File: src/rtl/alu_pkg.sv
// Shared encodings for the ALU issue/writeback controller and the alu it feeds.
// One opcode enum keeps both blocks in agreement on the select codes.
package alu_pkg;

    localparam int DATA_W = 16;
    localparam int REG_AW = 3;

    typedef enum logic [2:0] {
        OP_ADD = 3'd1,
        OP_SUB = 3'd2,
        OP_AND = 3'd3,
        OP_OR  = 3'd4,
        OP_XOR = 3'd5
    } alu_op_e;

    typedef enum logic [1:0] {
        ST_IDLE = 2'd0,
        ST_EXEC = 2'd1,
        ST_CAPT = 2'd2,
        ST_RESP = 2'd3
    } exec_state_e;

    // Codes 0, 6 and 7 have no ALU meaning.
    function automatic logic is_legal(input logic [2:0] op);
        logic ok_s;
        case (op)
            OP_ADD, OP_SUB, OP_AND, OP_OR, OP_XOR: ok_s = 1'b1;
            default:                               ok_s = 1'b0;
        endcase
        return ok_s;
    endfunction

endpackage

File: src/rtl/alu_exec_ctrl_if.sv
// Instruction-in and result-out handshakes of alu_exec_ctrl.
// master = instruction producer / result consumer, slave = the controller.
interface alu_exec_ctrl_if import alu_pkg::*; #(
    parameter int DW = DATA_W,
    parameter int AW = REG_AW
);
    logic          in_valid;
    logic          in_ready;
    logic [2:0]    in_op;
    logic [AW-1:0] in_rd;
    logic [AW-1:0] in_rs1;
    logic [AW-1:0] in_rs2;
    logic          in_imm_en;
    logic [DW-1:0] in_imm;
    logic          out_valid;
    logic          out_ready;
    logic [DW-1:0] out_data;
    logic [AW-1:0] out_rd;
    logic          out_err;

    modport master (
        output in_valid, in_op, in_rd, in_rs1, in_rs2, in_imm_en, in_imm, out_ready,
        input  in_ready, out_valid, out_data, out_rd, out_err
    );

    modport slave (
        input  in_valid, in_op, in_rd, in_rs1, in_rs2, in_imm_en, in_imm, out_ready,
        output in_ready, out_valid, out_data, out_rd, out_err
    );
endinterface

File: src/rtl/alu_regfile.sv
// NREG x DATA_W register file: two operand read ports, one debug read port,
// one synchronous write port; r0 reads as zero and is never written.
module alu_regfile #(
    parameter int DATA_W = 16,
    parameter int NREG   = 8
) (
    input  logic                     clk,
    input  logic                     rst,
    input  logic                     we,
    input  logic [$clog2(NREG)-1:0]  waddr,
    input  logic [DATA_W-1:0]        wdata,
    input  logic [$clog2(NREG)-1:0]  raddr1,
    output logic [DATA_W-1:0]        rdata1,
    input  logic [$clog2(NREG)-1:0]  raddr2,
    output logic [DATA_W-1:0]        rdata2,
    input  logic [$clog2(NREG)-1:0]  dbg_addr,
    output logic [DATA_W-1:0]        dbg_data
);
    logic [DATA_W-1:0] regs_r [NREG];

    // Storage: async clear, writes to r0 dropped.
    always_ff @(posedge clk or posedge rst) begin
        if (rst) begin
            for (int i = 0; i < NREG; i++) begin
                regs_r[i] <= '0;
            end
        end else if (we && (waddr != '0)) begin
            regs_r[waddr] <= wdata;
        end
    end

    assign rdata1   = (raddr1   == '0) ? '0 : regs_r[raddr1];
    assign rdata2   = (raddr2   == '0) ? '0 : regs_r[raddr2];
    assign dbg_data = (dbg_addr == '0) ? '0 : regs_r[dbg_addr];
endmodule

File: src/rtl/alu_exec_ctrl.sv
// Issue/writeback controller driving an external combinational alu:
// IDLE -> EXEC -> CAPT -> RESP for legal ops, IDLE -> RESP for illegal ones.
module alu_exec_ctrl #(
    parameter int DATA_W = 16,
    parameter int NREG   = 8
) (
    input  logic                    clk,
    input  logic                    rst,
    alu_exec_ctrl_if.slave          bus,
    output logic [DATA_W-1:0]       alu_a,
    output logic [DATA_W-1:0]       alu_b,
    output logic [2:0]              alu_sel,
    input  logic [DATA_W-1:0]       alu_out,
    input  logic [$clog2(NREG)-1:0] dbg_addr,
    output logic [DATA_W-1:0]       dbg_data
);
    import alu_pkg::*;

    localparam int AW = $clog2(NREG);

    exec_state_e       state_r, state_nxt_s;
    logic [DATA_W-1:0] alu_a_r, alu_b_r, out_data_r;
    logic [2:0]        alu_sel_r;
    logic [AW-1:0]     rd_r;
    logic              out_err_r, out_valid_r, in_ready_r;
    logic [DATA_W-1:0] rs1_data_s, rs2_data_s;
    logic              accept_s, legal_s, we_s;

    assign accept_s = (state_r == ST_IDLE) && bus.in_valid;
    assign legal_s  = is_legal(bus.in_op);
    assign we_s     = (state_r == ST_CAPT);

    alu_regfile #(.DATA_W(DATA_W), .NREG(NREG)) u_rf (
        .clk      (clk),
        .rst      (rst),
        .we       (we_s),
        .waddr    (rd_r),
        .wdata    (alu_out),
        .raddr1   (bus.in_rs1),
        .rdata1   (rs1_data_s),
        .raddr2   (bus.in_rs2),
        .rdata2   (rs2_data_s),
        .dbg_addr (dbg_addr),
        .dbg_data (dbg_data)
    );

    // FSM state register.
    always_ff @(posedge clk or posedge rst) begin
        if (rst) begin
            state_r <= ST_IDLE;
        end else begin
            state_r <= state_nxt_s;
        end
    end

    // Next-state logic.
    always_comb begin
        state_nxt_s = state_r;
        case (state_r)
            ST_IDLE: begin
                if (accept_s) begin
                    state_nxt_s = legal_s ? ST_EXEC : ST_RESP;
                end else begin
                    state_nxt_s = ST_IDLE;
                end
            end
            ST_EXEC: state_nxt_s = ST_CAPT;
            ST_CAPT: state_nxt_s = ST_RESP;
            ST_RESP: begin
                if (bus.out_ready) begin
                    state_nxt_s = ST_IDLE;
                end else begin
                    state_nxt_s = ST_RESP;
                end
            end
            default: state_nxt_s = ST_IDLE;
        endcase
    end

    // Operand launch, result capture and handshake flags, all registered.
    always_ff @(posedge clk or posedge rst) begin
        if (rst) begin
            alu_a_r     <= '0;
            alu_b_r     <= '0;
            alu_sel_r   <= 3'd0;
            rd_r        <= '0;
            out_data_r  <= '0;
            out_err_r   <= 1'b0;
            out_valid_r <= 1'b0;
            in_ready_r  <= 1'b1;
        end else begin
            in_ready_r  <= (state_nxt_s == ST_IDLE);
            out_valid_r <= (state_nxt_s == ST_RESP);
            case (state_r)
                ST_IDLE: begin
                    if (accept_s) begin
                        alu_a_r <= rs1_data_s;
                        alu_b_r <= bus.in_imm_en ? bus.in_imm : rs2_data_s;
                        rd_r    <= bus.in_rd;
                        if (legal_s) begin
                            alu_sel_r <= bus.in_op;
                            out_err_r <= 1'b0;
                        end else begin
                            alu_sel_r  <= 3'd0;
                            out_err_r  <= 1'b1;
                            out_data_r <= '0;
                        end
                    end
                end
                ST_CAPT: out_data_r <= alu_out;
                default: ;
            endcase
        end
    end

    assign alu_a         = alu_a_r;
    assign alu_b         = alu_b_r;
    assign alu_sel       = alu_sel_r;
    assign bus.in_ready  = in_ready_r;
    assign bus.out_valid = out_valid_r;
    assign bus.out_data  = out_data_r;
    assign bus.out_rd    = rd_r;
    assign bus.out_err   = out_err_r;
endmodule

File: src/flat_wrapper.sv
// flat-port wrapper written by rule: the top's interface ports become plain ports
module alu_exec_ctrl_flat import alu_pkg::*;
#(
    parameter int DATA_W = 16,
    parameter int NREG   = 8
)
  (clk, rst, alu_a, alu_b, alu_sel, alu_out, dbg_addr, dbg_data, bus_in_valid, bus_in_op, bus_in_rd, bus_in_rs1, bus_in_rs2, bus_in_imm_en, bus_in_imm, bus_out_ready, bus_in_ready, bus_out_valid, bus_out_data, bus_out_rd, bus_out_err);
  alu_exec_ctrl_if bus_i ();
  input  logic clk;
  input  logic rst;
  output logic [DATA_W-1:0] alu_a;
  output logic [DATA_W-1:0] alu_b;
  output logic [2:0] alu_sel;
  input  logic [DATA_W-1:0] alu_out;
  input  logic [$clog2(NREG)-1:0] dbg_addr;
  output logic [DATA_W-1:0] dbg_data;
  input wire logic [$bits(bus_i.in_valid)-1:0] bus_in_valid;
  input wire logic [$bits(bus_i.in_op)-1:0] bus_in_op;
  input wire logic [$bits(bus_i.in_rd)-1:0] bus_in_rd;
  input wire logic [$bits(bus_i.in_rs1)-1:0] bus_in_rs1;
  input wire logic [$bits(bus_i.in_rs2)-1:0] bus_in_rs2;
  input wire logic [$bits(bus_i.in_imm_en)-1:0] bus_in_imm_en;
  input wire logic [$bits(bus_i.in_imm)-1:0] bus_in_imm;
  input wire logic [$bits(bus_i.out_ready)-1:0] bus_out_ready;
  output wire logic [$bits(bus_i.in_ready)-1:0] bus_in_ready;
  output wire logic [$bits(bus_i.out_valid)-1:0] bus_out_valid;
  output wire logic [$bits(bus_i.out_data)-1:0] bus_out_data;
  output wire logic [$bits(bus_i.out_rd)-1:0] bus_out_rd;
  output wire logic [$bits(bus_i.out_err)-1:0] bus_out_err;
  assign bus_i.in_valid = bus_in_valid;
  assign bus_i.in_op = bus_in_op;
  assign bus_i.in_rd = bus_in_rd;
  assign bus_i.in_rs1 = bus_in_rs1;
  assign bus_i.in_rs2 = bus_in_rs2;
  assign bus_i.in_imm_en = bus_in_imm_en;
  assign bus_i.in_imm = bus_in_imm;
  assign bus_i.out_ready = bus_out_ready;
  assign bus_in_ready = bus_i.in_ready;
  assign bus_out_valid = bus_i.out_valid;
  assign bus_out_data = bus_i.out_data;
  assign bus_out_rd = bus_i.out_rd;
  assign bus_out_err = bus_i.out_err;
  alu_exec_ctrl #(.DATA_W(DATA_W), .NREG(NREG)) u_core (.clk(clk), .rst(rst), .bus(bus_i), .alu_a(alu_a), .alu_b(alu_b), .alu_sel(alu_sel), .alu_out(alu_out), .dbg_addr(dbg_addr), .dbg_data(dbg_data));
endmodule
File: config.mk
export PLATFORM = sky130hd
export DESIGN_NAME = alu_exec_ctrl_flat
export DESIGN_NICKNAME = d
export VERILOG_FILES = /design/src/rtl/alu_pkg.sv /design/src/rtl/alu_exec_ctrl_if.sv /design/src/rtl/alu_regfile.sv /design/src/rtl/alu_exec_ctrl.sv /design/src/flat_wrapper.sv
export SDC_FILE = /design/constraint.sdc
export NUM_CORES = 1
export LEC_CHECK = 0
export CAP_MARGIN = 20
export CORE_UTILIZATION = 50
export CTS_BUF_LIST = sky130_fd_sc_hd__clkbuf_4 sky130_fd_sc_hd__clkbuf_8
export DETAILED_ROUTE_END_ITERATION = 6
export PLACE_DENSITY_LB_ADDON = 0.2
export SETUP_SLACK_MARGIN = 0.1
export SYNTH_ARGS = -nofsm -noshare
export SYNTH_HDL_FRONTEND = slang
export SYNTH_SLANG_ARGS = --single-unit
File: constraint.sdc
create_clock -name clk -period 5.3 [get_ports clk]
set_input_delay 1.06 -clock clk [delete_from_list [all_inputs] [get_ports clk]]
set_output_delay 1.06 -clock clk [all_outputs]
set_load 0.01 [all_outputs]
## Word level (Yosys, flattened, before mapping)

Index checks and enable logic that the tools add are counted.

| word-level totals | value |
|---|---|
| register bits | 187 |
| input port bits | 52 |
| output and inout port bits | 73 |
| logic and storage cells | 76 |

| operators by class | value |
|---|---|
| order comparisons | 5 |
| equal/unequal tests | 11 |
| mux-type cells | 26 |
| bitwise logic cells | 4 |
| reductions and logical operators | 13 |

Operators with widths:

| operator | count |
|---|---|
| 16-bit two-way mux | 13 |
| 16-bit binary-select mux with 3-bit select | 3 |
| 128-bit bitwise mux | 1 |
| 16-bit demux with 3-bit select | 1 |
| 16-bit one-hot mux with 2 select lines | 1 |
| 4-bit >= comparator (second input constant) | 4 |
| 3-bit inverter with 4-bit output | 4 |
| 3-bit logical NOT | 3 |
| 2-bit one-hot mux with 4 select lines | 1 |
| 2-bit == test (second input constant) | 3 |
| 3-bit by 2-bit == test with 1-bit output (second input constant) | 2 |
| 3-bit == test (second input constant) | 2 |
| 2-bit two-way mux | 3 |
| 5-bit OR reduction | 1 |
| 2-bit logical NOT | 2 |
| 4-bit by 1-bit < comparator with 1-bit output (second input constant) | 1 |
| 3-bit by 1-bit == test with 1-bit output (second input constant) | 1 |
| 1-bit logical AND | 3 |
| 3-bit two-way mux | 1 |
| 3-bit AND reduction | 1 |
| 3-bit nonzero test | 1 |
| 2-bit by 1-bit == test with 1-bit output (second input constant) | 1 |
| 1-bit two-way mux | 2 |
| 2-bit by 1-bit inequality test with 1-bit output (second input constant) | 1 |
| 3 further kinds | 3 |

## Logic depth before layout (Yosys ltp)

| depth | value |
|---|---|
| word-level depth | 7 |
| mapped depth | 8 |
| gate-level depth less buffers | 4 |

## Modules after synthesis

From an unflattened synthesis, not the netlist that was laid out.

| second synthesis, totals | value |
|---|---|
| cells, all modules | 733 |
| area total of the unflattened synthesis | 9579.2 sq um |

Modules (own cells, without submodules):

| module | times used | cells each | area each (sq um) |
|---|---|---|---|
| alu_regfile | 1 | 548 | 7140.6 |
| alu_exec_ctrl | 1 | 185 | 2438.6 |

## Least setup slack after synthesis

No wires, ideal clock.

| timing | value |
|---|---|
| path kind | input to output |
| start | input port dbg_addr[0] |
| end | output port dbg_data[10] |
| arrival time | 2.318 ns |
| data required time | 4.240 ns |
| slack | 1.922 ns |
| stages | 5 |
| buffers on the path | 2 |
| cells stage by stage | clkbuf_1 buf_2 mux4_2 inv_1 a21oi_1 |

| between the ends | value |
|---|---|
| cells in the longest elaborated chain, start to end | 5 |
| elaborated cells on any way between the ends | 6 |
| those cells by class | 4 x mux; 1 x bitwise; 1 x reduce/logical |

RTL lines:

| what | line | text |
|---|---|---|
| start, declared | flat_wrapper.sv:15 | `input logic [$clog2(NREG)-1:0] dbg_addr;` |
| 3-bit inverter with 4-bit output (implied by the code) | alu_regfile.sv:34 | `assign dbg_data = (dbg_addr == '0) ? '0 : regs_r[dbg_addr];` |
| 16-bit binary-select mux with 3-bit select | alu_regfile.sv:34 |  |
| 16-bit two-way mux (implied by the code) (2 in series) | alu_regfile.sv:34 |  |
| 16-bit two-way mux * | alu_regfile.sv:34 |  |
| end, declared | flat_wrapper.sv:16 | `output logic [DATA_W-1:0] dbg_data;` |

Every way passes the cells marked *; elsewhere a longest branch is shown, timed or not. The select of a mux whose other input is x is not followed.

## Worst setup path after layout

| timing | value |
|---|---|
| start | input port dbg_addr[1] |
| end | output port dbg_data[15] |

Same word-level chain as after synthesis.

==> results.ini <==
[setup_path]
rr_worst_depth = 4
regToRegSetupSlack_ns = 2.63
crit_type = in2out
critPathRequiredTime_ns = 4.24
rr_startpoint = u_core.state_r[1]
crit_path_end_kind = output pin
crit_arrival_ns = 3.45
reg2reg_to = u_core.u_rf.regs_r[83]
start_kind = input pin
path_max_fanout = 12

[grt]
groute.usage.overall_pct = 29.48
grt_max_degree = 98
grt_pass1_wl_um = 40920
antenna_found_initial = 0
grt_pass1_vias = 7280
grt.overflow.total = 0

[final_layout]
antenna_cells = 0
nets = 907
synthToLayoutAreaGrowth_pct = 20.16
stdcell_count = 1097
fin_util_pct = 61.33
drive_above_1_share_pct = 28.57
fillers = 1393

[clock_network]
post_cts_resized = 0
clk_pin_slew_ns = 0.08
cts_max_level = 4
cts_setup_buffers = 0
cts-root-buf = clkbuf_8
insertion_delay_ns = 0.47
clock-sinks = 171
cts_buffer_depth = 2
cts_tree = done
cts_hold_buf = 0
cts_made_buffers = 17

[power]
power.leakage_uw = 0.004752
power_uw = 5922
peakVddDrop_mv = 0.2777
power_density_mw_per_mm2 = 535.7

[sta]
setup_tns_ns = 0
timing.hold.ws_ns = 0.4756
slew_headroom_pct = 30.19
tightest_slew_ns = 1.047
clock.fmax_mhz = 221.9
period_share_pct = 85.02
setup_viol = 0
min_period_ns = 4.506
skew_ns = 0.009302
finalMaxSlewViolations = 0
rsz0062_at_grt = no
finalHoldViolations = 0

[synthesis]
syn_nets = 805
ys_seq_elements = 171
syn_area_mm2 = 0.009200
syn-instance-count = 753
yosys_warnings = 0
synth_cell_types = 47
synthFlopType = dfrtp_1
ys_seq_area_share_pct = 46.53
synth-edff-count = 0
postSynthAreaPerCell_um2 = 12.22
ys_async_sr_fraction_pct = 100.0

[min_path]
holdPathEnd = u_core.alu_sel[1]
hold_path.class = reg2reg
holdCritStartpoint = u_core.alu_sel[1]
worstHoldPathCells = 2

[die]
fp.dieW_um = 137.6
io_pins = 125
fp-row-count = 49
initial_utilization_pct = 51.04
fp.dieH_um = 137.6
core_area_mm2 = 0.01802
die_area_mm2 = 0.01895

[run]
max_cap_violations = 0

[placement]
placedCellCount = 1062
io_buffers = 124
gp_congestion = 0.8790
hpwl_um = 16960

[run_status]
status = completed

[drt]
drtIter0Drc = 609
wire_per_inst_um = 24.28
antenna_left = 0
vias = 6993
avgViaCountPerCell = 6.375
dr.pass1.iters = 5
drc = 0
drt-total-wl_um = 26630

registers in the layout, summed over array words and instances, names as in the netlist:
| register | flops |
|---|---|
| u_core.bus.out_rd | 3 |
| u_core.bus.out_data | 16 |
| u_core.alu_a | 16 |
| u_core.bus.out_err | 1 |
| u_core.bus.out_valid | 1 |
| u_core.alu_b | 16 |
| u_core.state_r | 2 |
| u_core.bus.in_ready | 1 |
| u_core.alu_sel | 3 |
| u_core.u_rf.regs_r | 112 |
synthesized netlist by cell type (4+ instances only):
cell type | count | share of area [%]
mux2_2 | 149 | 18
o21ai_0 | 28 | 1.5
o311ai_0 | 4 | 0.38
nor2b_1 | 8 | 0.54
a22oi_1 | 11 | 0.90
a22o_1 | 16 | 1.5
buf_6 | 6 | 0.73
nand2b_1 | 5 | 0.34
o22ai_1 | 15 | 1.0
nand3_1 | 7 | 0.38
mux2i_1 | 57 | 6.2
mux2_4 | 10 | 1.6
o221ai_1 | 11 | 1.0
buf_2 | 15 | 0.82
dfrtp_1 | 170 | 46
nor2_1 | 16 | 0.65
a21oi_1 | 17 | 0.92
clkbuf_1 | 39 | 1.6
a221oi_1 | 34 | 3.2
inv_1 | 18 | 0.73
a2bb2oi_1 | 11 | 1.0
mux4_2 | 20 | 4.9
nand2_1 | 54 | 2.2
kinds of logic after synthesis:
group | count (synthesis) | synth area share (%)
multiplexers | 236 | 30.97
AND/OR/NAND/NOR | 106 | 5.739
AO/OA/AOI/OAI | 159 | 12.57
buffers and inverters | 81 | 4.202
flip-flops | 171 | 46.53
cell usage in the layout, fill, tap and decap left out, types with 3 or more instances in the layout:
cell type and count:
o311ai_0 4, dfrtp_1 170, nor2b_1 8, nand2_1 54, nand2b_1 5, buf_4 17, clkdlybuf4s50_1 121, clkinvlp_4 3
clkinv_2 4, o221ai_1 11, buf_2 3, mux4_2 20, clkbuf_4 4, buf_12 3, nor2_1 16, a21oi_1 17
o22ai_1 15, a2bb2oi_1 11, clkbuf_8 21, a22o_1 16, mux2i_1 57, mux2_4 10, inv_1 17, nand3_1 7
a22oi_1 11, a221oi_1 34, nor3b_4 4, o21ai_0 28, mux2_2 149
per-layer routing:
metal  share of wire [%]  global-route usage, %  up-vias
met5                   0                      0        -
met4                 3.1                  13.37        0
met3                 6.1                  5.004       54
met2                  49                  47.63      338
met1                  42                  38.76     3553
li1                    -                      -     3048
worst max-delay path by stage:
stage | from | to | slack, ns | cells after the start
6_report | dbg_addr[1] | dbg_data[15] | 0.79 | 6
5_1_grt | dbg_addr[1] | dbg_data[10] | 0.71 | 6
4_1_cts | dbg_addr[1] | dbg_data[15] | 0.81 | 6
3_5_place_dp | dbg_addr[1] | dbg_data[15] | 0.81 | 6
3_3_place_gp | dbg_addr[1] | dbg_data[5] | 0.84 | 6
2_1_floorplan | dbg_addr[0] | dbg_data[10] | 1.92 | 5
where the power goes:
part | total, µW | switching, µW | leakage [µW] | internal (µW)
Sequential | 2540 | 605 | 0.00211 | 1940
Clock | 908 | 468 | 0.000199 | 439
Combinational | 2470 | 1010 | 0.00244 | 1470
layout make-up:
type	count	area [µm²]	share of cell area (%)
multi-input combinational	501	4563	41.28
sequential	171	4280	38.72
timing repair buffer	146	1469	13.29
clock buffer	25	319.1	2.886
tap	229	286.5	2.592
inverter	18	71.32	0.6452
clock inverter	7	65.06	0.5886
critical path: stages:
cell and delay (ns):
clkdlybuf4s50_1 0.84, nor2b_1 0.25, buf_4 0.28, a22oi_1 0.13, o21ai_0 0.28, clkdlybuf4s50_1 0.60
stage by stage:
step	setup WS, ns	cell area [µm²]
2_1_floorplan	1.922	9204
3_3_place_gp	0.8399	10610
3_5_place_dp	0.8112	10610
4_1_cts	0.8138	10990
5_1_grt	0.7088	11050
6_report	0.7942	11050
(Power assumes the default switching activity.)
==> variant 1 (config.mk and constraints unchanged) <==
Register the output `dbg_data`, cleared by the reset; this adds one clock of latency there. The other outputs are not delayed to match.
--- a/src/rtl/alu_exec_ctrl.sv
+++ b/src/rtl/alu_exec_ctrl.sv
@@ -17,6 +17,8 @@
     import alu_pkg::*;
 
     localparam int AW = $clog2(NREG);
+
+    logic [DATA_W-1:0] dbg_data_d;
 
     exec_state_e       state_r, state_nxt_s;
     logic [DATA_W-1:0] alu_a_r, alu_b_r, out_data_r;
@@ -41,7 +43,7 @@
         .raddr2   (bus.in_rs2),
         .rdata2   (rs2_data_s),
         .dbg_addr (dbg_addr),
-        .dbg_data (dbg_data)
+        .dbg_data (dbg_data_d)
     );
 
     // FSM state register.
@@ -121,5 +123,13 @@
     assign bus.out_data  = out_data_r;
     assign bus.out_rd    = rd_r;
     assign bus.out_err   = out_err_r;
+    always_ff @(posedge clk or posedge rst) begin
+        if (rst) begin
+            dbg_data <= '0;
+        end else begin
+            dbg_data <= dbg_data_d;
+        end
+    end
+
 endmodule
 
Behaviour: not the same (a bounded check fails within 4 cycles, from zero or initial values and one cycle with rst high).
==> variant 1 against the unedited design <==
Clock power increased by 18%; sequential cell count increased by 16; maximum frequency grew 42%; sequential share of layout area is 2.2 points higher; area after synthesis rose by 4.1%; wire length up 5.5%; first-iteration DRC count rose by 22%; critical endpoint is now u_core.dbg_data[15]; cell area increased by 3.4%; setup slack better by 1.3 ns; total power rose by 6.7%; highest routed layer unchanged; global-route usage increased by 0.20 points; count of clock-buffer cells in the layout is 5 lower; clock skew increased by 0.0038 ns; largest cell class is now registers; non-clock buffer count shrank 4.
==> variant 1: results (changes against the unedited design) <==
.. list-table::
   :header-rows: 1

   * - Metric
     - Value
   * - Cells on worst reg2reg path
     - 5 (was 4)
   * - Sequential share of cell area
     - 0.409 (was 0.387)
   * - Critical R2R Launch
     - u_core.state_r[0] (was u_core.state_r[1])
   * - Area contributors post-synth
     - sky130_fd_sc_hd__dfrtp_1 (49%), sky130_fd_sc_hd__mux2_2 (19%), sky130_fd_sc_hd__mux2i_1 (5.3%) (was sky130_fd_sc_hd__dfrtp_1 (46%), sky130_fd_sc_hd__mux2_2 (18%), sky130_fd_sc_hd__mux2i_1 (6.2%))
   * - Syn-to-layout area delta
     - 19.4% (was 20.2%)
   * - R2R Setup Slk
     - 2.84 ns (was 2.63 ns)
   * - Leakage
     - 4.90 nW (was 4.75 nW)
   * - Net count, final
     - 919 (was 907)
   * - Post-placement setup slack
     - 1.73 ns (was 0.811 ns)
   * - Met2 capacity usage during global routing
     - 0.451 (was 0.476)
   * - Critical path capture point
     - u_core.dbg_data[15] (was dbg_data[15])
   * - GRT Resource Usage Total
     - 0.297 (was 0.295)
   * - Worst hold start
     - u_core.alu_a[11] (was u_core.alu_sel[1])
   * - Met3 Wirelength
     - 2170 um (was 1630 um)
   * - Synthesized area per cell
     - 12.5 sq um (was 12.2 sq um)
   * - Relative area of non-clock buffer cells in the final design
     - 0.122 (was 0.133)
   * - Status
     - complete, no violations (unchanged)
   * - Area of the multi-input gates
     - 4550 sq um (was 4560 sq um)
   * - Global routing met3 resource utilization
     - 0.0687 (was 0.0500)
   * - Largest net degree at the start of global routing
     - 113 (was 98)
   * - Slowest cell on the critical path
     - sky130_fd_sc_hd__nor2b_2 (was sky130_fd_sc_hd__clkdlybuf4s50_1)
   * - Number of fillers in the final layout
     - 1521 (was 1393)
   * - Number of global-route vias before repair
     - 7252 (was 7280)
   * - Final Hold Slack
     - 0.483 ns (was 0.476 ns)
   * - Layout buffer count excluding clock buffers
     - 142 (was 146)
   * - Clock-pin slew reported for the worst setup and hold paths after clock tree synthesis
     - 0.10 ns (was 0.08 ns)
## variant 1: cell types whose count changed in the layout (fill, tap and decap cells not counted), sizes merged, moves of 11 or more
| cell | delta |
|---|---|
| nand2 | -19 |
| o22ai | +15 |
| dfrtp | +16 |
| nor2 | +11 |
| mux2 | +15 |
| a2bb2oi | -11 |
## variant 1: kinds of logic (layout without fill, tap and decap cells)
family          after synthesis  in the layout  synth area share
simple gates                 99             99            0.0554
compound gates              161            161             0.119
mux                         241            241             0.299
flops                       187            187             0.489
buf+inv                      80            192            0.0375
## variant 1: power groups by stage
stage / logic, mW / clock network [mW] / registers [mW]
after floorplan: 1.52 / 0 / 2.63
after global placement: 2.43 / 0 / 2.70
after detailed placement: 2.47 / 0 / 2.75
after CTS: 2.48 / 1.08 / 2.73
after global routing: 2.66 / 1.14 / 2.85
final: 2.49 / 1.07 / 2.76
==> variant 2 (same flow settings) <==
Made on the original files. Re-encode `exec_state_e` (4 states) as one-hot, 4 bits wide.
--- a/src/rtl/alu_pkg.sv
+++ b/src/rtl/alu_pkg.sv
@@ -13,11 +13,11 @@
         OP_XOR = 3'd5
     } alu_op_e;
 
-    typedef enum logic [1:0] {
-        ST_IDLE = 2'd0,
-        ST_EXEC = 2'd1,
-        ST_CAPT = 2'd2,
-        ST_RESP = 2'd3
+    typedef enum logic [3:0] {
+        ST_IDLE = 4'b0001,
+        ST_EXEC = 4'b0010,
+        ST_CAPT = 4'b0100,
+        ST_RESP = 4'b1000
     } exec_state_e;
 
     // Codes 0, 6 and 7 have no ALU meaning.
Check against the original RTL: no difference found for any inputs over 4 cycles, from zero or initial values and one cycle with rst high; so few cycles prove little.
==> variant 2 against the unedited design <==
The flow now finishes with violations (DRC); sequential cell count increased by 2; wire length decreased by 0.15%; via count about the same; first-iteration DRC count increased by 7.1%; non-clock buffer count decreased by 5; synthesized cell count decreased by 2.8%; largest power group unchanged; area after synthesis increased by 2.2%; cell area increased by 1.6%; total power decreased by 22%; highest routed layer unchanged; critical path depth increased by 1; setup slack improved by 0.25 ns.
==> variant 2: results (changes against the unedited design) <==
.. list-table::
   :header-rows: 1

   * - Metric
     - Value
   * - Slew at the pin with the worst max-slew slack
     - 1.04 ns (was 1.05 ns)
   * - Total vias in the final route
     - 6991 (was 6993)
   * - Number of global-route vias before repair
     - 7078 (was 7280)
   * - Placed instance count
     - 1038 (was 1062)
   * - Flip-flop count of the largest register after layout
     - 112 (unchanged)
   * - Count of distinct cell types in the synthesized netlist
     - 50 (was 47)
   * - Largest net degree at the start of global routing
     - 104 (was 98)
   * - DRC violations left
     - 12 (was 0)
   * - Status
     - finished, violations left (was complete, no violations)
   * - Maximum resistive drop on vdd
     - 0.000172 V (was 0.000278 V)
   * - Post-synth ARST share
     - 1.00 (unchanged)
   * - Sequential cell area fraction in the yosys report
     - 0.461 (was 0.465)
   * - Ys flop type
     - sky130_fd_sc_hd__dfrtp_1 (unchanged)
   * - Data arrival at the endpoint of the critical path
     - 3.20 ns (was 3.45 ns)
   * - Global-route wire length before repair
     - 42100 um (was 40900 um)
   * - Leakage
     - 4.82 nW (was 4.75 nW)
   * - Number of detailed-route iterations in the first pass
     - 7 (was 5)
   * - Area contributors post-synth
     - sky130_fd_sc_hd__dfrtp_1 (46%), sky130_fd_sc_hd__mux2_2 (15%), sky130_fd_sc_hd__mux4_2 (9.8%) (was sky130_fd_sc_hd__dfrtp_1 (46%), sky130_fd_sc_hd__mux2_2 (18%), sky130_fd_sc_hd__mux2i_1 (6.2%))
   * - Count of mapped cells out of synthesis
     - 732 (was 753)
   * - Highest net fanout along the worst path
     - 34 (was 12)
   * - Post-Synthesis Net Count
     - 784 (was 805)
   * - Number of standard cells in the layout, taps in and fillers out
     - 1071 (was 1097)
   * - Number of antenna violations at the first check in global routing
     - 0 (unchanged)
   * - GRT Resource Usage Total
     - 0.286 (was 0.295)
   * - Detailed-route wire length
     - 26600 um (about the same)
   * - Worst hold start
     - u_core.alu_b[13] (was u_core.alu_sel[1])
   * - Iteration-0 DRC Markers
     - 652 (was 609)
   * - Last weighted congestion value of the routability-driven placer
     - 0.843 (was 0.879)
   * - Violated checks
     - DRC
   * - Top post-synthesis cells by count
     - sky130_fd_sc_hd__dfrtp_1 (171), sky130_fd_sc_hd__mux2_2 (129), sky130_fd_sc_hd__mux4_2 (41) (was sky130_fd_sc_hd__dfrtp_1 (170), sky130_fd_sc_hd__mux2_2 (149), sky130_fd_sc_hd__mux2i_1 (57))
   * - Net count, final
     - 881 (was 907)
   * - Fraction of final layout cells with drive strength greater than 1
     - 0.305 (was 0.286)
   * - Clock-pin slew reported for the worst setup and hold paths after clock tree synthesis
     - 0.08 ns (about the same)
   * - HPWL after detailed placement
     - 16200 um (was 17000 um)
==> variant 2: kinds of logic after synthesis <==
family          Yosys count  share of synthesized area
flops                   173                      0.461
compound gates          150                      0.114
simple gates            114                     0.0696
buf+inv                  79                     0.0435
mux                     216                      0.312
==> variant 2: critical path, cell delays in order <==
cell,delay [ns]
sky130_fd_sc_hd__clkdlybuf4s50_1,0.50
sky130_fd_sc_hd__buf_12,0.25
sky130_fd_sc_hd__nor2b_1,0.20
sky130_fd_sc_hd__buf_4,0.25
sky130_fd_sc_hd__a22oi_1,0.12
sky130_fd_sc_hd__o21ai_0,0.21
sky130_fd_sc_hd__clkdlybuf4s50_1,0.58
==> variant 2: final timing paths <==
kind / to / slack [ns] / depth (start not counted)
worst min register to register: u_core.alu_b[13] / 0.49 / 2
min in group asynchronous: u_core.alu_b[7] / 1.02 / 2
worst max-delay path: dbg_data[15] / 1.04 / 7
max in group asynchronous: u_core.state_r[0] / 3.30 / 3
worst min-delay path: u_core.alu_b[13] / 0.49 / 2
worst max register to register: u_core.u_rf.regs_r[62] / 2.35 / 4
==> variant 2: where the power goes <==
group | internal (mW) | switching, mW | leakage, nW
combinational | 0.871 | 0.639 | 2.39
clock | 0.622 | 0.508 | 0.236
sequential | 1.68 | 0.324 | 2.19
total | 3.17 | 1.47 | 4.82
==> variant 2: per-stage QoR <==
stage           util  setup slack, ns  instance area [sq um]
4_1_cts        0.616             1.04                  11200
2_1_floorplan      -             2.02                   9400
6_report       0.617             1.04                  11200
5_1_grt        0.617            0.907                  11200
3_5_place_dp   0.589             1.06                  10700
3_3_place_gp   0.589             1.04                  10700
==> variant 2: area by class of cell <==
cell class | instances | area (sq um)
clock buffer | 18 | 248
sequential | 173 | 4330
fill | 1448 | 6980
inverter | 16 | 63.8
tap | 229 | 287
timing repair buffer | 141 | 1400
clock inverter | 14 | 239
multi-input combinational | 480 | 4660
==> variant 2: routing by layer <==
metal  vias to the layer above  wire length (um)  GRT usage
met3                        57              1810     0.0590
met5                         -                 0          0
met1                      3642             11400      0.399
met2                       321             12800      0.449
li1                       2971                 -          -
met4                         0               550     0.0936
